File: src/rtl/icache_fetch_if.sv
// Fetch-side and mem_ctrl-side signals of the instruction cache, bundled.
// slave = cache, master = IF stage / mem_ctrl / testbench.
interface icache_fetch_if #(
  parameter int unsigned ADDR_LEN = 32,
  parameter int unsigned INST_LEN = 32
);
  logic                rdy;
  logic [ADDR_LEN-1:0] pc_addr;
  logic                pc_req;
  logic                failed;
  logic                invalidate;
  logic [INST_LEN-1:0] inst_out;
  logic                inst_valid;
  logic [ADDR_LEN-1:0] mem_if_addr;
  logic                mem_if_request;
  logic [INST_LEN-1:0] mem_if_inst;
  logic                mem_if_enable;

  modport master (
    output rdy, pc_addr, pc_req, failed, invalidate, mem_if_inst, mem_if_enable,
    input  inst_out, inst_valid, mem_if_addr, mem_if_request
  );

  modport slave (
    input  rdy, pc_addr, pc_req, failed, invalidate, mem_if_inst, mem_if_enable,
    output inst_out, inst_valid, mem_if_addr, mem_if_request
  );
endinterface

File: src/rtl/icache_fetch.sv
// Direct-mapped, one-word-per-line instruction cache between IF and mem_ctrl.
// Define ICACHE_STATS_EN to add hit_cnt/miss_cnt lookup counters.
module icache_fetch #(
  parameter int unsigned INDEX_BITS = 6,
  parameter int unsigned ADDR_LEN   = 32,
  parameter int unsigned INST_LEN   = 32
) (
  input  logic          clk,
  input  logic          rst,
  icache_fetch_if.slave bus
`ifdef ICACHE_STATS_EN
  ,
  output logic [31:0]   hit_cnt,
  output logic [31:0]   miss_cnt
`endif
);
  localparam int unsigned LINES    = 2 ** INDEX_BITS;
  localparam int unsigned TAG_BITS = ADDR_LEN - INDEX_BITS - 2;

  typedef enum logic {IDLE, MISS} state_t;

  state_t                state, state_next;
  logic [LINES-1:0]      valid;
  logic [TAG_BITS-1:0]   tag_mem  [LINES];
  logic [INST_LEN-1:0]   data_mem [LINES];

  logic [INDEX_BITS-1:0] pc_index, fill_index;
  logic [TAG_BITS-1:0]   pc_tag, fill_tag;
  logic                  hit;
  logic                  lookup;
  logic                  fill_we;
  logic [INST_LEN-1:0]   inst_out_next;
  logic                  inst_valid_next;
  logic                  request_next;
  logic [ADDR_LEN-1:0]   addr_next;

  assign pc_index   = bus.pc_addr[INDEX_BITS+1:2];
  assign pc_tag     = bus.pc_addr[ADDR_LEN-1:INDEX_BITS+2];
  // The latched miss address supplies the refill line, so pc_addr is free during MISS.
  assign fill_index = bus.mem_if_addr[INDEX_BITS+1:2];
  assign fill_tag   = bus.mem_if_addr[ADDR_LEN-1:INDEX_BITS+2];
  assign hit        = valid[pc_index] && (tag_mem[pc_index] == pc_tag);

  always_comb begin
    state_next      = state;
    inst_out_next   = bus.inst_out;
    inst_valid_next = 1'b0;
    request_next    = bus.mem_if_request;
    addr_next       = bus.mem_if_addr;
    fill_we         = 1'b0;
    lookup          = 1'b0;
    if (bus.failed) begin
      state_next   = IDLE;
      request_next = 1'b0;
    end else begin
      case (state)
        IDLE: begin
          if (bus.pc_req) begin
            lookup = 1'b1;
            if (hit) begin
              inst_out_next   = data_mem[pc_index];
              inst_valid_next = 1'b1;
            end else begin
              addr_next    = {bus.pc_addr[ADDR_LEN-1:2], 2'b00};
              request_next = 1'b1;
              state_next   = MISS;
            end
          end
        end
        MISS: begin
          if (bus.mem_if_enable) begin
            // A coincident invalidate suppresses the write but not the delivery.
            fill_we         = !bus.invalidate;
            inst_out_next   = bus.mem_if_inst;
            inst_valid_next = 1'b1;
            request_next    = 1'b0;
            state_next      = IDLE;
          end
        end
        default: state_next = IDLE;
      endcase
    end
  end

  always_ff @(posedge clk) begin
    if (rst) begin
      state              <= IDLE;
      valid              <= '0;
      bus.inst_out       <= '0;
      bus.inst_valid     <= 1'b0;
      bus.mem_if_addr    <= '0;
      bus.mem_if_request <= 1'b0;
    end else if (bus.rdy) begin
      state              <= state_next;
      bus.inst_out       <= inst_out_next;
      bus.inst_valid     <= inst_valid_next;
      bus.mem_if_addr    <= addr_next;
      bus.mem_if_request <= request_next;
      if (bus.invalidate) begin
        valid <= '0;
      end else if (fill_we) begin
        valid[fill_index] <= 1'b1;
      end
    end
  end

  always_ff @(posedge clk) begin
    if (!rst && bus.rdy && fill_we) begin
      tag_mem[fill_index]  <= fill_tag;
      data_mem[fill_index] <= bus.mem_if_inst;
    end
  end

`ifdef ICACHE_STATS_EN
  always_ff @(posedge clk) begin
    if (rst) begin
      hit_cnt  <= '0;
      miss_cnt <= '0;
    end else if (bus.rdy && lookup) begin
      if (hit) begin
        hit_cnt <= hit_cnt + 32'd1;
      end else begin
        miss_cnt <= miss_cnt + 32'd1;
      end
    end
  end
`endif

endmodule

File: src/flat_wrapper.sv
// flat-port wrapper written by rule: the top's interface ports become plain ports
module icache_fetch_flat 
#(
  parameter int unsigned INDEX_BITS = 6,
  parameter int unsigned ADDR_LEN   = 32,
  parameter int unsigned INST_LEN   = 32
)
  (clk, rst, bus_rdy, bus_pc_addr, bus_pc_req, bus_failed, bus_invalidate, bus_mem_if_inst, bus_mem_if_enable, bus_inst_out, bus_inst_valid, bus_mem_if_addr, bus_mem_if_request);
  icache_fetch_if #(.ADDR_LEN(ADDR_LEN), .INST_LEN(INST_LEN)) bus_i ();
  input  logic clk;
  input  logic rst;
  input wire logic [$bits(bus_i.rdy)-1:0] bus_rdy;
  input wire logic [$bits(bus_i.pc_addr)-1:0] bus_pc_addr;
  input wire logic [$bits(bus_i.pc_req)-1:0] bus_pc_req;
  input wire logic [$bits(bus_i.failed)-1:0] bus_failed;
  input wire logic [$bits(bus_i.invalidate)-1:0] bus_invalidate;
  input wire logic [$bits(bus_i.mem_if_inst)-1:0] bus_mem_if_inst;
  input wire logic [$bits(bus_i.mem_if_enable)-1:0] bus_mem_if_enable;
  output wire logic [$bits(bus_i.inst_out)-1:0] bus_inst_out;
  output wire logic [$bits(bus_i.inst_valid)-1:0] bus_inst_valid;
  output wire logic [$bits(bus_i.mem_if_addr)-1:0] bus_mem_if_addr;
  output wire logic [$bits(bus_i.mem_if_request)-1:0] bus_mem_if_request;
  assign bus_i.rdy = bus_rdy;
  assign bus_i.pc_addr = bus_pc_addr;
  assign bus_i.pc_req = bus_pc_req;
  assign bus_i.failed = bus_failed;
  assign bus_i.invalidate = bus_invalidate;
  assign bus_i.mem_if_inst = bus_mem_if_inst;
  assign bus_i.mem_if_enable = bus_mem_if_enable;
  assign bus_inst_out = bus_i.inst_out;
  assign bus_inst_valid = bus_i.inst_valid;
  assign bus_mem_if_addr = bus_i.mem_if_addr;
  assign bus_mem_if_request = bus_i.mem_if_request;
  icache_fetch #(.INDEX_BITS(INDEX_BITS), .ADDR_LEN(ADDR_LEN), .INST_LEN(INST_LEN)) u_core (.clk(clk), .rst(rst), .bus(bus_i));
endmodule
File: config.mk
export PLATFORM = sky130hd
export DESIGN_NAME = icache_fetch_flat
export DESIGN_NICKNAME = d
export VERILOG_FILES = /design/src/rtl/icache_fetch_if.sv /design/src/rtl/icache_fetch.sv /design/src/flat_wrapper.sv
export SDC_FILE = /design/constraint.sdc
export NUM_CORES = 2
export LEC_CHECK = 0
export ABC_CLOCK_PERIOD_IN_PS = 5000
export CELL_PAD_IN_SITES_DETAIL_PLACEMENT = 0
export CELL_PAD_IN_SITES_GLOBAL_PLACEMENT = 2
export CORE_MARGIN = 5
export CORE_UTILIZATION = 46
export CTS_CLUSTER_SIZE = 12
export DETAILED_ROUTE_END_ITERATION = 6
export HOLD_SLACK_MARGIN = 0.05
export PLACE_DENSITY = 0.75
export SLEW_MARGIN = 20
export SYNTH_ARGS = -nofsm -noshare
export SYNTH_HDL_FRONTEND = slang
export SYNTH_SLANG_ARGS = --single-unit
File: constraint.sdc
create_clock -name clk -period 5 [get_ports clk]
set_input_delay 0.75 -clock clk [delete_from_list [all_inputs] [get_ports clk]]
set_output_delay 0.75 -clock clk [all_outputs]
set_load 0.02 [all_outputs]
Yosys cells after proc, flatten, opt, wreduce, memory -nomap -nowiden

Memories as Yosys holds them, arrays and structs flattened.
Index checks and enable logic that the tools add are counted.

Memory bits (read-only): 0
Latch bits: 0
Memories kept: 2
Input port bits: 71
Logic and storage cells: 63
Output and inout port bits: 66
Register bits: 129
Bits in writable memories: 3584

Memories:

| memory          | depth | width | read ports | clocked after Yosys merged registers in | wr ports | RTL line           | source |
|---|---|---|---|---|---|---|---|
| u_core.data_mem | 64    | 32    | 1          | 0                                       | 1        | icache_fetch.sv:25 | `logic [INST_LEN-1:0] data_mem [LINES];` |
| u_core.tag_mem  | 64    | 24    | 1          | 0                                       | 1        | icache_fetch.sv:24 | `logic [TAG_BITS-1:0] tag_mem [LINES];` |

Add/subtract/negate cells: 0
Multipliers: 0
Equal/unequal tests: 7
Bitwise operators: 4
Divide/modulo/power cells: 0
Shifts and indexed selects: 0
Reduce and logical (&&, ||, !) cells: 11
$lt $le $gt $ge: 3
Muxes and demuxes: 30

Operator list:

| cell                                                                         | number |
|---|---|
| 64-bit two-way mux                                                           | 2 |
| 32-bit two-way mux                                                           | 3 |
| 64-bit OR                                                                    | 1 |
| 32-bit one-hot mux with 2 select lines                                       | 1 |
| 24-bit == test                                                               | 1 |
| 1-bit two-way mux                                                            | 19 |
| 6-bit by 7-bit less-than comparator with 1-bit output, second input constant | 2 |
| 5-bit AND reduction                                                          | 2 |
| 3-bit != test, second input constant                                         | 3 |
| 1-bit binary-select mux with 6-bit select                                    | 1 |
| 1-bit demux with 6-bit select                                                | 1 |
| 6-bit by 1-bit >= comparator with 1-bit output, second input constant        | 1 |
| 1-bit one-hot mux with 2 select lines                                        | 3 |
| 1-bit logical AND                                                            | 4 |
| 2-bit != test, second input constant                                         | 2 |
| 4-bit AND reduction                                                          | 1 |
| 1-bit inverter                                                               | 3 |
| 1-bit zero test                                                              | 2 |
| 2-bit by 1-bit != test with 1-bit output, second input constant              | 1 |
| 2-bit AND reduction                                                          | 1 |
| 2-bit nonzero test                                                           | 1 |

Logic depth before layout (Yosys ltp)

Word-level depth: 7
Mapped depth: 20
Gate-level depth less buffers: 9

Worst setup path after synthesis

No wires, ideal clock.

Kind: input to register
From: in bus_mem_if_enable
To: mem u_core.data_mem[26][0], enable pin
Library setup time: 470 ps
Data required time: 4530 ps
Arrival: 4506 ps
Stages on the path: 5
Buffers on the path: 1
Slack: 24 ps
Cell sequence: clkbuf_1 > nand2_1 > nor4_1 > nand2_1 > nor2_1

Word-level cells in the longest chain between the ends: 6

RTL lines:

| element                                 | RTL line            | source |
|---|---|---|
| start: declaration                      | flat_wrapper.sv:18  | `input wire logic [$bits(bus_i.mem_if_enable)-1:0] bus_mem_if_enable;` |
| 1-bit two-way mux                       | icache_fetch.sv:71  | `if (bus.mem_if_enable) begin` |
| 1-bit two-way mux                       | icache_fetch.sv:56  | `case (state)` |
| 1-bit two-way mux                       | icache_fetch.sv:52  | `if (bus.failed) begin` |
| 1-bit logical AND                       | icache_fetch.sv:108 | `if (!rst && bus.rdy && fill_we) begin` |
| 1-bit two-way mux                       | icache_fetch.sv:108 |  |
| 1-bit two-way mux (implied by the code) | icache_fetch.sv:110 | `data_mem[fill_index] <= bus.mem_if_inst;` |
| end: declaration                        | icache_fetch.sv:25  |  |

Every way passes these cells.

Worst setup path after layout

From: in bus_pc_addr[2]
To: reg u_core.bus.inst_out[2]

Word-level cells in the longest chain between the ends: 5
Elaborated cells between the ends (all ways): 11
Those cells by class: eq/ne (2); mux (5); reduce/logical (2); memory (2)

RTL lines:

| element                                                                         | RTL line              | source |
|---|---|---|
| start: declaration                                                              | flat_wrapper.sv:13    | `input wire logic [$bits(bus_i.pc_addr)-1:0] bus_pc_addr;` |
| memory 64 x 24 bit or 1-bit binary-select mux with 6-bit select (tied branches) | n/a                   |  |
| 24-bit == test or 1-bit two-way mux (tied branches)                             | icache_fetch.sv:42    | `assign hit = valid[pc_index] && (tag_mem[pc_index] == pc_tag);` |
| 1-bit logical AND                                                               | icache_fetch.sv:42    |  |
| 2-bit by 1-bit != test with 1-bit output (no line)                              | n/a                   |  |
| 5-bit AND reduction (no line)                                                   | n/a                   |  |
| end signal: assignment                                                          | icache_fetch.sv:95    | `bus.inst_out <= inst_out_next;` |
| end: declaration                                                                | icache_fetch_if.sv:26 | `output inst_out, inst_valid, mem_if_addr, mem_if_request` |

Parallel ways exist; a longest one is shown, timed or not. The select of a mux whose other input is x is not followed.
A chain may end at the register's enable or synchronous reset.

==> results.md <==
* Status: complete, no violations
* Share of layout cells above drive strength 1 at 0.289
* Register bit count reported by yosys at 3713
* Worst slew pin tran at 1140 ps
* Min-Delay Path Class: primary input to flip-flop
* Synth Flop Type: edfxtp_1
* RSZ-0062 raised after global routing: false
* Crit path time final at 4590 ps
* Final Hold Viols at 0
* Critical path arrival at 5360 ps
* Max Clk Rate at 218 MHz
* TritonRoute pass-1 iters at 6
* Main combinational cell family by area after synthesis: multiplexers
* Core footprint at 0.312 mm²
* FF-to-FF path depth at 13
* Antenna Nets Post-Route at 0
* CP Max Fanout at 48
* Nets@finish at 7342
* Gpl congestion at 0.822
* Critical path startpoint category: primary input
* Max Slew Vio Count at 0
* Remaining global-route overflow at 0
* Post-CTS sizing at 0
* Rows at 205
* Hold bufs inserted after CTS at 0
* Period utilization at 0.918
* Post-synth EDFFs at 3584
* Post-synthesis compound-gate area fraction at 0.0300
* Initial antenna violation count at 19
* Xor-xnor portion of the synthesized cell area at 0.00127
* Die W at 571 µm
* DR vias/cell at 6.52
* Die H at 571 µm
* IO Port Bufs at 132
* CTS tree: done
* Maximum number of pins on one net before global-route repair at 102
* Root Buffer: clkbuf_16
* Post-Syn Area at 0.145 mm²
* Endpoint class of the critical path: flip-flop
* Syn_area_per_cell at 21.8 µm²
* WS Path Type: primary input to flip-flop
* Multiplexer share of the synthesized area at 0.171
* Post-CTS Setup Bufs at 0
* Worst path required time at 5760 ps
* Worst-skew pair later-pin latency at 940 ps
* Vias in the first global route at 74648
* Area grow syn2layout at 16.1%
* Warnings, synthesis at 0
* Slew headroom at 0.243
* Post-synthesis adder-cell area fraction at 0
* Max-cap violations at 0
* Die ar. at 0.326 mm²
* Clock skew at 85.8 ps
* Most frequent cells in the layout: edfxtp_1, mux4_2, clkbuf_16, buf_4, buf_12
* Total GRT Usage at 0.271
* CTS Buffer Depth at 4
* Post-route DRC at 0
* Clock sinks at 3713
* Post-route setup slack at 409 ps
* Final setup fails at 0
* Cells after Synth at 6621
* Post-synthesis sequential area ratio at 0.762
* Cell variety after synth at 76
* Place WS at -405 ps
* Maximum VDD drop at 0.296 mV
* Commonest non-fill, non-tap cell in the layout: edfxtp_1
* Post-detail-place hpwl at 257000 µm
* Vias at 76201
* Violation count after the first detailed-route iteration at 11169
* CTS clk-pin slew, worst paths at 60 ps
* Pleak at 51.8 nW
* Initial core utilization at 0.463
* Wire per inst at 38.2 µm
* Ys async rst share at 0
* Synth Area in Simple Gates at 0.0205
* Io pins at 137
* Hold Path Stages at 1
* Pwr Total at 0.0640 W
* Routed WL at 446000 µm
* Power Density at 381 mW/mm²
* H-Tree Depth at 5
* Cts bufs inserted at 383
* First-pass GRT wire length at 614000 µm
## synthesized netlist by cell type, types with 39 or more instances
master    number  area, µm²
edfxtp_1    3584     108000
o22ai_1       62        388
mux2i_1      221       2210
clkbuf_1     203        762
mux4_2       970      21800
nand2_1      160        601
nand3_1       39        195
o21ai_0       78        390
inv_1         39        146
buf_2        110        551
a22oi_1       60        450
dfxtp_1      129       2580
nor3_1        51        255
nor2_1       170        638
a21oi_1       95        475
nor2b_1       47        294
## final timing paths
kind	start	to	slack, ps
worst max-delay path	bus_pc_addr[2]	u_core.bus.inst_out[2]$_SDFFE_PP0P_	410
worst min-delay path	bus_mem_if_inst[8]	u_core.data_mem[40][8]$_DFFE_PP_	220
worst max register to register	u_core.tag_mem[1][6]$_DFFE_PP_	u_core.bus.inst_out[2]$_SDFFE_PP0P_	890
worst min register to register	u_core.valid[12]$_SDFFE_PP0P_	u_core.valid[12]$_SDFFE_PP0P_	470
## flip-flops by register name, summed over array words and instances, names as in the netlist
name	cells
u_core.state	1
u_core.valid	64
u_core.tag_mem	1536
u_core.bus.mem_if_request	1
u_core.bus.mem_if_addr	30
u_core.data_mem	2048
u_core.bus.inst_valid	1
u_core.bus.inst_out	32
## cell type report
| cell class | count | area [µm²] |
|---|---|---|
| multi-input cells | 2456 | 32700 |
| flip-flops and latches | 3713 | 110000 |
| fillers | 23683 | 145000 |
| repair buffers | 675 | 8080 |
| well taps | 4140 | 5180 |
| inverters | 42 | 173 |
| diodes | 4 | 10.0 |
| clock buffers | 509 | 10200 |
| clock inverters | 144 | 1220 |
## cells by family after synthesis
| family | after synthesis |
|---|---|
| flip-flops | 3713 |
| multiplexers | 1223 |
| AO/OA/AOI/OAI | 607 |
| AND/OR/NAND/NOR | 603 |
| buffers and inverters | 453 |
| XOR/XNOR | 21 |
| other | 1 |
## power by group
group | switching (W) | internal (W) | total [W] | leakage [nW]
Sequential | 0.000126 | 0.0341 | 0.0343 | 32.4
Combinational | 0.00188 | 0.00126 | 0.00314 | 13.8
Clock | 0.0117 | 0.0149 | 0.0266 | 5.56
## through the flow
stage	utilization	area, µm²	cells	hold WS [ps]	setup TNS [ps]
2_1_floorplan	-	145000	6622	431	0
3_3_place_gp	0.500	156000	11023	441	-50330
3_5_place_dp	0.500	156000	11025	452	-23180
4_1_cts	0.537	168000	11678	143	0
5_1_grt	0.537	168000	11682	185	0
6_report	0.537	168000	11683	217	0
## worst max-delay path: stages
cell	delay (ps)
buf_16	310
buf_4	510
nor2b_1	230
buf_4	200
a221oi_1	110
a21oi_1	580
o21ai_0	370
o32ai_1	240
buf_4	180
xor2_1	440
nand4_2	380
buf_12	280
nor3_4	230
buf_12	280
a211oi_1	120
## metal layers
| layer | track usage | up-vias | wire (µm) |
|---|---|---|---|
| li1 | - | 29437 | - |
| met4 | 0.0943 | 12 | 18300 |
| met3 | 0.0544 | 825 | 44000 |
| met5 | 0 | - | 75 |
| met2 | 0.429 | 4673 | 212000 |
| met1 | 0.380 | 41254 | 172000 |
(Power assumes the default switching activity.)
